## src/rtl/load_align_unit_if.sv

```systemverilog
// load_align_unit_if: load access type encoding and request/line/response bundle for load_align_unit
typedef enum logic [3:0] {
  LST_BYTE    = 4'd0,
  LST_UBYTE   = 4'd1,
  LST_HALF    = 4'd2,
  LST_UHALF   = 4'd3,
  LST_WORD    = 4'd4,
  LST_UWORD   = 4'd5,
  LST_FPWORD  = 4'd6,
  LST_DOUBLE  = 4'd7,
  LST_INVALID = 4'hF
} LoadStoreType;

interface load_align_if #(
  parameter int LINE_SIZE  = 16,
  parameter int ADDR_WIDTH = $clog2(LINE_SIZE)
);
  logic                   req_valid;
  logic                   req_ready;
  logic [ADDR_WIDTH-1:0]  req_addr;
  LoadStoreType           req_type;
  logic                   line_valid;
  logic                   line_ready;
  logic [LINE_SIZE*8-1:0] line_data;
  logic                   next_line_req;
  logic                   resp_valid;
  logic                   resp_ready;
  logic [63:0]            resp_data;
  logic                   resp_misaligned;
  modport master (
    output req_valid, req_addr, req_type, line_valid, line_data, resp_ready,
    input  req_ready, line_ready, next_line_req, resp_valid, resp_data, resp_misaligned
  );
  modport slave (
    input  req_valid, req_addr, req_type, line_valid, line_data, resp_ready,
    output req_ready, line_ready, next_line_req, resp_valid, resp_data, resp_misaligned
  );
endinterface

```

## src/rtl/load_align_unit.sv

```systemverilog
// load_align_unit: extracts, aligns and extends a load from D-cache line beats; LOAD_ALIGN_LINE_CROSS_EN services line-crossing loads with a second beat
module load_align_unit #(
  parameter int LINE_SIZE  = 16,
  parameter int ADDR_WIDTH = $clog2(LINE_SIZE)
) (
  input logic clk,
  input logic rst_n,
  load_align_if.slave bus
);
  typedef enum logic [1:0] {IDLE, WAIT_FIRST, WAIT_SECOND, RESP} state_t;
  state_t                state_q, state_d;
  logic [ADDR_WIDTH-1:0] off_q;
  LoadStoreType          type_q;
  logic [63:0]           data_q, data_d, asm_w;
  logic                  mis_q, mis_d, pulse_q, pulse_d, accept, cross_in;
`ifdef LOAD_ALIGN_LINE_CROSS_EN
  logic                  cross_q;
  logic [63:0]           buf_q;
`endif

  function automatic logic [3:0] size_of(input LoadStoreType t);
    return (t == LST_HALF || t == LST_UHALF) ? 4'd2 :
           (t == LST_WORD || t == LST_UWORD || t == LST_FPWORD) ? 4'd4 :
           (t == LST_DOUBLE) ? 4'd8 : 4'd1;
  endfunction

  function automatic logic [63:0] extend(input LoadStoreType t, input logic [63:0] a);
    return (t == LST_BYTE)   ? {{56{a[7]}}, a[7:0]} :
           (t == LST_UBYTE)  ? {56'd0, a[7:0]} :
           (t == LST_HALF)   ? {{48{a[15]}}, a[15:0]} :
           (t == LST_UHALF)  ? {48'd0, a[15:0]} :
           (t == LST_WORD)   ? {{32{a[31]}}, a[31:0]} :
           (t == LST_UWORD)  ? {32'd0, a[31:0]} :
           (t == LST_FPWORD) ? {32'hFFFF_FFFF, a[31:0]} :
           (t == LST_DOUBLE) ? a : 64'd0;
  endfunction

  assign accept   = bus.req_valid && state_q == IDLE;
  assign cross_in = ({1'b0, bus.req_addr} + (ADDR_WIDTH+1)'(size_of(bus.req_type))) > (ADDR_WIDTH+1)'(LINE_SIZE);

  // result byte b comes from line offset off+b modulo the line; wrapped bytes belong to the second beat
  for (genvar b = 0; b < 8; b++) begin : g_byte
    logic [ADDR_WIDTH-1:0] lo;
    assign lo = off_q + ADDR_WIDTH'(b);
`ifdef LOAD_ALIGN_LINE_CROSS_EN
    logic wrap;
    assign wrap = ({1'b0, off_q} + (ADDR_WIDTH+1)'(b)) >= (ADDR_WIDTH+1)'(LINE_SIZE);
    assign asm_w[8*b +: 8] = (state_q == WAIT_SECOND && !wrap) ? buf_q[8*b +: 8] : bus.line_data[{lo, 3'b000} +: 8];
`else
    assign asm_w[8*b +: 8] = bus.line_data[{lo, 3'b000} +: 8];
`endif
  end

  always_comb begin
    state_d = state_q;
    data_d  = data_q;
    mis_d   = mis_q;
    pulse_d = 1'b0;
    case (state_q)
      IDLE: if (bus.req_valid) begin
`ifdef LOAD_ALIGN_LINE_CROSS_EN
        state_d = WAIT_FIRST;
`else
        state_d = cross_in ? RESP : WAIT_FIRST;
        data_d  = 64'd0;
        mis_d   = cross_in;
`endif
      end
      WAIT_FIRST: if (bus.line_valid) begin
`ifdef LOAD_ALIGN_LINE_CROSS_EN
        state_d = cross_q ? WAIT_SECOND : RESP;
        pulse_d = cross_q;
`else
        state_d = RESP;
`endif
        data_d  = extend(type_q, asm_w);
        mis_d   = 1'b0;
      end
      WAIT_SECOND: if (bus.line_valid) begin
        state_d = RESP;
        data_d  = extend(type_q, asm_w);
        mis_d   = 1'b0;
      end
      RESP: if (bus.resp_ready) state_d = IDLE;
      default: state_d = IDLE;
    endcase
  end

  always_ff @(posedge clk or negedge rst_n) begin
    if (!rst_n) begin
      state_q <= IDLE;
      off_q   <= '0;
      type_q  <= LST_BYTE;
      data_q  <= '0;
      mis_q   <= 1'b0;
      pulse_q <= 1'b0;
`ifdef LOAD_ALIGN_LINE_CROSS_EN
      cross_q <= 1'b0;
      buf_q   <= '0;
`endif
    end else begin
      state_q <= state_d;
      data_q  <= data_d;
      mis_q   <= mis_d;
      pulse_q <= pulse_d;
      if (accept) begin
        off_q  <= bus.req_addr;
        type_q <= bus.req_type;
`ifdef LOAD_ALIGN_LINE_CROSS_EN
        cross_q <= cross_in;
`endif
      end
`ifdef LOAD_ALIGN_LINE_CROSS_EN
      if (state_q == WAIT_FIRST && bus.line_valid) buf_q <= asm_w;
`endif
    end
  end

  assign bus.req_ready       = state_q == IDLE;
  assign bus.line_ready      = state_q == WAIT_FIRST || state_q == WAIT_SECOND;
  assign bus.resp_valid      = state_q == RESP;
  assign bus.resp_data       = data_q;
  assign bus.resp_misaligned = mis_q;
  assign bus.next_line_req   = pulse_q;
endmodule

```

## src/flat_wrapper.sv

```systemverilog
// flat-port wrapper written by rule: the top's interface ports become plain ports
module load_align_unit_flat 
#(
  parameter int LINE_SIZE  = 16,
  parameter int ADDR_WIDTH = $clog2(LINE_SIZE)
)
  (clk, rst_n, bus_req_valid, bus_req_addr, bus_req_type, bus_line_valid, bus_line_data, bus_resp_ready, bus_req_ready, bus_line_ready, bus_next_line_req, bus_resp_valid, bus_resp_data, bus_resp_misaligned);
  load_align_if #(.LINE_SIZE(LINE_SIZE), .ADDR_WIDTH(ADDR_WIDTH)) bus_i ();
  input logic clk;
  input logic rst_n;
  input wire logic [$bits(bus_i.req_valid)-1:0] bus_req_valid;
  input wire logic [$bits(bus_i.req_addr)-1:0] bus_req_addr;
  input wire logic [$bits(bus_i.req_type)-1:0] bus_req_type;
  input wire logic [$bits(bus_i.line_valid)-1:0] bus_line_valid;
  input wire logic [$bits(bus_i.line_data)-1:0] bus_line_data;
  input wire logic [$bits(bus_i.resp_ready)-1:0] bus_resp_ready;
  output wire logic [$bits(bus_i.req_ready)-1:0] bus_req_ready;
  output wire logic [$bits(bus_i.line_ready)-1:0] bus_line_ready;
  output wire logic [$bits(bus_i.next_line_req)-1:0] bus_next_line_req;
  output wire logic [$bits(bus_i.resp_valid)-1:0] bus_resp_valid;
  output wire logic [$bits(bus_i.resp_data)-1:0] bus_resp_data;
  output wire logic [$bits(bus_i.resp_misaligned)-1:0] bus_resp_misaligned;
  assign bus_i.req_valid = bus_req_valid;
  assign bus_i.req_addr = bus_req_addr;
  assign bus_i.req_type = bus_req_type;
  assign bus_i.line_valid = bus_line_valid;
  assign bus_i.line_data = bus_line_data;
  assign bus_i.resp_ready = bus_resp_ready;
  assign bus_req_ready = bus_i.req_ready;
  assign bus_line_ready = bus_i.line_ready;
  assign bus_next_line_req = bus_i.next_line_req;
  assign bus_resp_valid = bus_i.resp_valid;
  assign bus_resp_data = bus_i.resp_data;
  assign bus_resp_misaligned = bus_i.resp_misaligned;
  load_align_unit #(.LINE_SIZE(LINE_SIZE), .ADDR_WIDTH(ADDR_WIDTH)) u_core (.clk(clk), .rst_n(rst_n), .bus(bus_i));
endmodule
```

## config.mk

```make
export PLATFORM = sky130hd
export DESIGN_NAME = load_align_unit_flat
export DESIGN_NICKNAME = d
export VERILOG_FILES = /design/src/rtl/load_align_unit_if.sv /design/src/rtl/load_align_unit.sv /design/src/flat_wrapper.sv
export SDC_FILE = /design/constraint.sdc
export NUM_CORES = 1
export LEC_CHECK = 0
export CORE_AREA = 2 2 92 182
export DETAILED_ROUTE_END_ITERATION = 10
export DIE_AREA = 0 0 94 184
export PLACE_DENSITY = 0.86
export SLEW_MARGIN = 20
export SYNTH_ARGS = -nofsm -noshare
export SYNTH_HDL_FRONTEND = slang
export SYNTH_SLANG_ARGS = --single-unit
```

## constraint.sdc

```tcl
create_clock -name clk -period 8.1 [get_ports clk]
set_input_delay 1.62 -clock clk [delete_from_list [all_inputs] [get_ports clk]]
set_output_delay 1.62 -clock clk [all_outputs]
set_load 0.05 [all_outputs]
```

==> flow_summary.toml <==
[clocking]
cts_sinks = 75
cts-root-buf = "clkbuf_16"
clk_pin_slew_ns = 0.06
clk_path_buf_depth = 2
post_cts.repair.setup_buffers = 0
cts_resized = 0
numCtsBuffers = 9
cts_tree = "built"
hold_buffers = 0
htree_levels = 3
clk_latency_ns = 0.34

[sta]
final_max_slew_viol_count = 0
holdWs_ns = 0.4835
slew_headroom = 0.3400
rsz0062_at_grt = "no"
skew_ns = 0.009799
finalHoldViolations = 0
post-route-period-util = 0.5575
worst_slew_pin_slew_ns = 0.9900
finalSetupViolCount = 0
timing.fmax_mhz = 221.4
finalSetupTns_ns = 0
period_needed_ns = 4.516

[logic_synthesis]
syn_area_um2 = 8554
synthesis.nets = 887
avgSynthCellArea_um2 = 11.73
synth_seq_cells = 75
synth_edf_count = 0
synthArstFlopShare = 1.000
syn_inst = 729
synth.area.top_cells = "mux4_2, dfrtp_1, a21oi_1, nand2_1, mux2i_1"
ys_types = 56
yosysWarningCount = 0
synthFlopType = "dfrtp_1"
synth_seq_area_share = 0.2194
yosysTopAreaCell = "mux4_2"
netlist.area_leader.share = 0.4212

[setup_path]
worstSetupEndpointType = "flip-flop"
path_class = "flip-flop to flip-flop"
startpoint_type = "flip-flop"
cp.arrival_ns = 4.77
required_ns = 8.35
crit_fanout = 70

[global_routing]
grtUsageTotal = 0.3246
grt_pass1_vias = 7752
grt_max_degree = 81
grt_pass1_wl_um = 42870
grt_overflow = 0
antenna_found_initial = 0

[layout]
seqCellArea_um2 = 1883
final_util = 0.6921
drive_gt1_frac = 0.2539
diodes = 0
multiInputGateArea_um2 = 6291
fin_cells = 1095
area_delta_synth_final_pct = 28.30
fin_nets = 1047
nFillCells = 1097

[drt]
dr_wl_met2_um = 14000
drt_iter0_markers = 741
dr.pass1.iters = 5
vias = 7861
avgViaCountPerCell = 7.179
drtAntennaViolNets = 0
wire_per_inst_um = 24.97
m1WireLength_um = 8855
routed_wl_um = 27350
highest_layer = "met4"
drc = 0
dr_wl_met3_um = 2494

[power_and_ir_drop]
power.density_nw_per_um2 = 487.8
ir_drop_v = 0.0002854
power.leakage_nw = 4.026
power_mw = 5.354
pwr-share-comb = 0.807
p_int_mw = 2.640
switching_power_mw = 2.715
power_frac_seq = 0.113
swShare = 0.5070
clkPwrFrac = 0.080

[placed_design]
io_buffers = 208
place.gp.congestion = 1.002
hpwl_um = 21500
dp.cells = 1079

[die]
die_x_um = 94
core_area_um2 = 15860
initial_core_util = 0.5394
num_io_pins = 210
die_area_um2 = 17300
rows = 65
die_h_um = 184

[status]
outcome = "completed"

[run]
drv_cap = 0

[hold_path]
hold_class = "flip-flop to flip-flop"
-- cell usage after synthesis, types with 2 or more instances --
master / n
o211ai_1: 16
and3_1: 2
nor2b_1: 11
dfrtp_1: 75
xnor2_2: 2
ha_1: 16
mux4_2: 160
a211oi_1: 15
a21oi_1: 72
xor2_1: 4
buf_4: 5
inv_1: 15
buf_6: 4
mux2i_1: 26
o21a_1: 2
buf_2: 28
nand2_1: 89
xnor2_1: 3
and2_1: 3
mux2_2: 16
o21ai_0: 7
clkbuf_1: 30
xor2_2: 2
nor2_1: 25
nand3_1: 9
o21ai_1: 30
buf_1: 4
a22o_1: 9
a22oi_1: 15
a31oi_1: 8
-- final cells by class --
type                            instances  area share
Inverter                               15    0.005130
Sequential cell                        75      0.1716
Tap cell                              201     0.02291
Timing Repair Buffer                  221      0.1981
Multi-Input combinational cell        567      0.5732
Clock inverter                          6    0.008208
Clock buffer                           10     0.02086
-- logic make-up after synthesis --
logic type | count (synthesis) | synth area share
mux | 202 | 0.4727
compound gates | 188 | 0.1406
simple gates | 147 | 0.07386
buf+inv | 87 | 0.04929
flops | 75 | 0.2194
fa+ha+maj | 17 | 0.02574
xor+xnor | 12 | 0.01799
other cells | 1 | 0.0004384
-- final timing paths --
path / from / end / slack (ns) / cells past startpoint
max: u_core.off_q[1]$_DFFE_PN0P_ / u_core.bus.resp_data[36]$_DFFE_PN0P_ / 3.58 / 10
min: u_core.bus.resp_data[15]$_DFFE_PN0P_ / u_core.bus.resp_data[15]$_DFFE_PN0P_ / 0.48 / 2
max reg2reg: u_core.off_q[1]$_DFFE_PN0P_ / u_core.bus.resp_data[36]$_DFFE_PN0P_ / 3.58 / 10
min reg2reg: u_core.bus.resp_data[15]$_DFFE_PN0P_ / u_core.bus.resp_data[15]$_DFFE_PN0P_ / 0.48 / 2
max in group asynchronous: rst_n / u_core.off_q[0]$_DFFE_PN0P_ / 5.87 / 2
min in group asynchronous: rst_n / u_core.bus.resp_data[28]$_DFFE_PN0P_ / 1.49 / 2
-- layout by cell type, fill, tap and decap left out, types with 7 or more instances in the layout --
cell type / count
clkdlybuf4s50_1: 207
mux4_2: 160
nand2_1: 89
a21oi_1: 72
dfrtp_1: 72
o21ai_1: 30
mux2i_1: 26
nor2_1: 25
mux2_2: 16
o211ai_1: 16
inv_1: 15
a211oi_1: 15
a22oi_1: 15
ha_1: 15
buf_4: 13
nor2b_1: 11
nand3_1: 9
a22o_1: 9
clkbuf_16: 9
a31oi_1: 8
o21ai_0: 7
-- layer usage --
layer  vias to the layer above  track usage
met5                         -            0
met4                         0       0.2006
met3                       129      0.03813
met2                       655       0.5383
met1                      3818       0.4010
li1                       3259            -
-- state kept, by name, summed over array words and instances (netlist names) --
signal / cells
u_core.type_q: 4
u_core.state_q: 2
u_core.bus.resp_misaligned: 1
u_core.bus.resp_data: 64
u_core.off_q: 4
-- power by group through the flow --
stage | clock network (mW) | registers, mW | logic [mW]
3_5_place_dp | 0 | 0.608 | 4.21
3_3_place_gp | 0 | 0.603 | 4.10
5_1_grt | 0.439 | 0.620 | 4.54
6_report | 0.428 | 0.605 | 4.32
4_1_cts | 0.426 | 0.603 | 4.23
2_1_floorplan | 0 | 0.830 | 2.98
-- through the flow --
step           setup slack (ns)  cell area (um2)
3_3_place_gp              3.822            10640
5_1_grt                   3.289            10980
4_1_cts                   3.610            10960
6_report                  3.584            10980
3_5_place_dp              3.669            10640
2_1_floorplan             4.560             8554
-- critical path, cell delays in order (launching register included) --
cell and delay (ns):
dfrtp_2 0.35, buf_4 0.71, inv_1 0.25, ha_2 0.39
buf_4 0.68, mux4_2 0.39, mux2i_1 0.07, mux2_2 0.34
a211oi_4 0.70, o31ai_4 0.25, o21ai_1 0.23
Note: power is estimated with default switching activity, not from simulation.
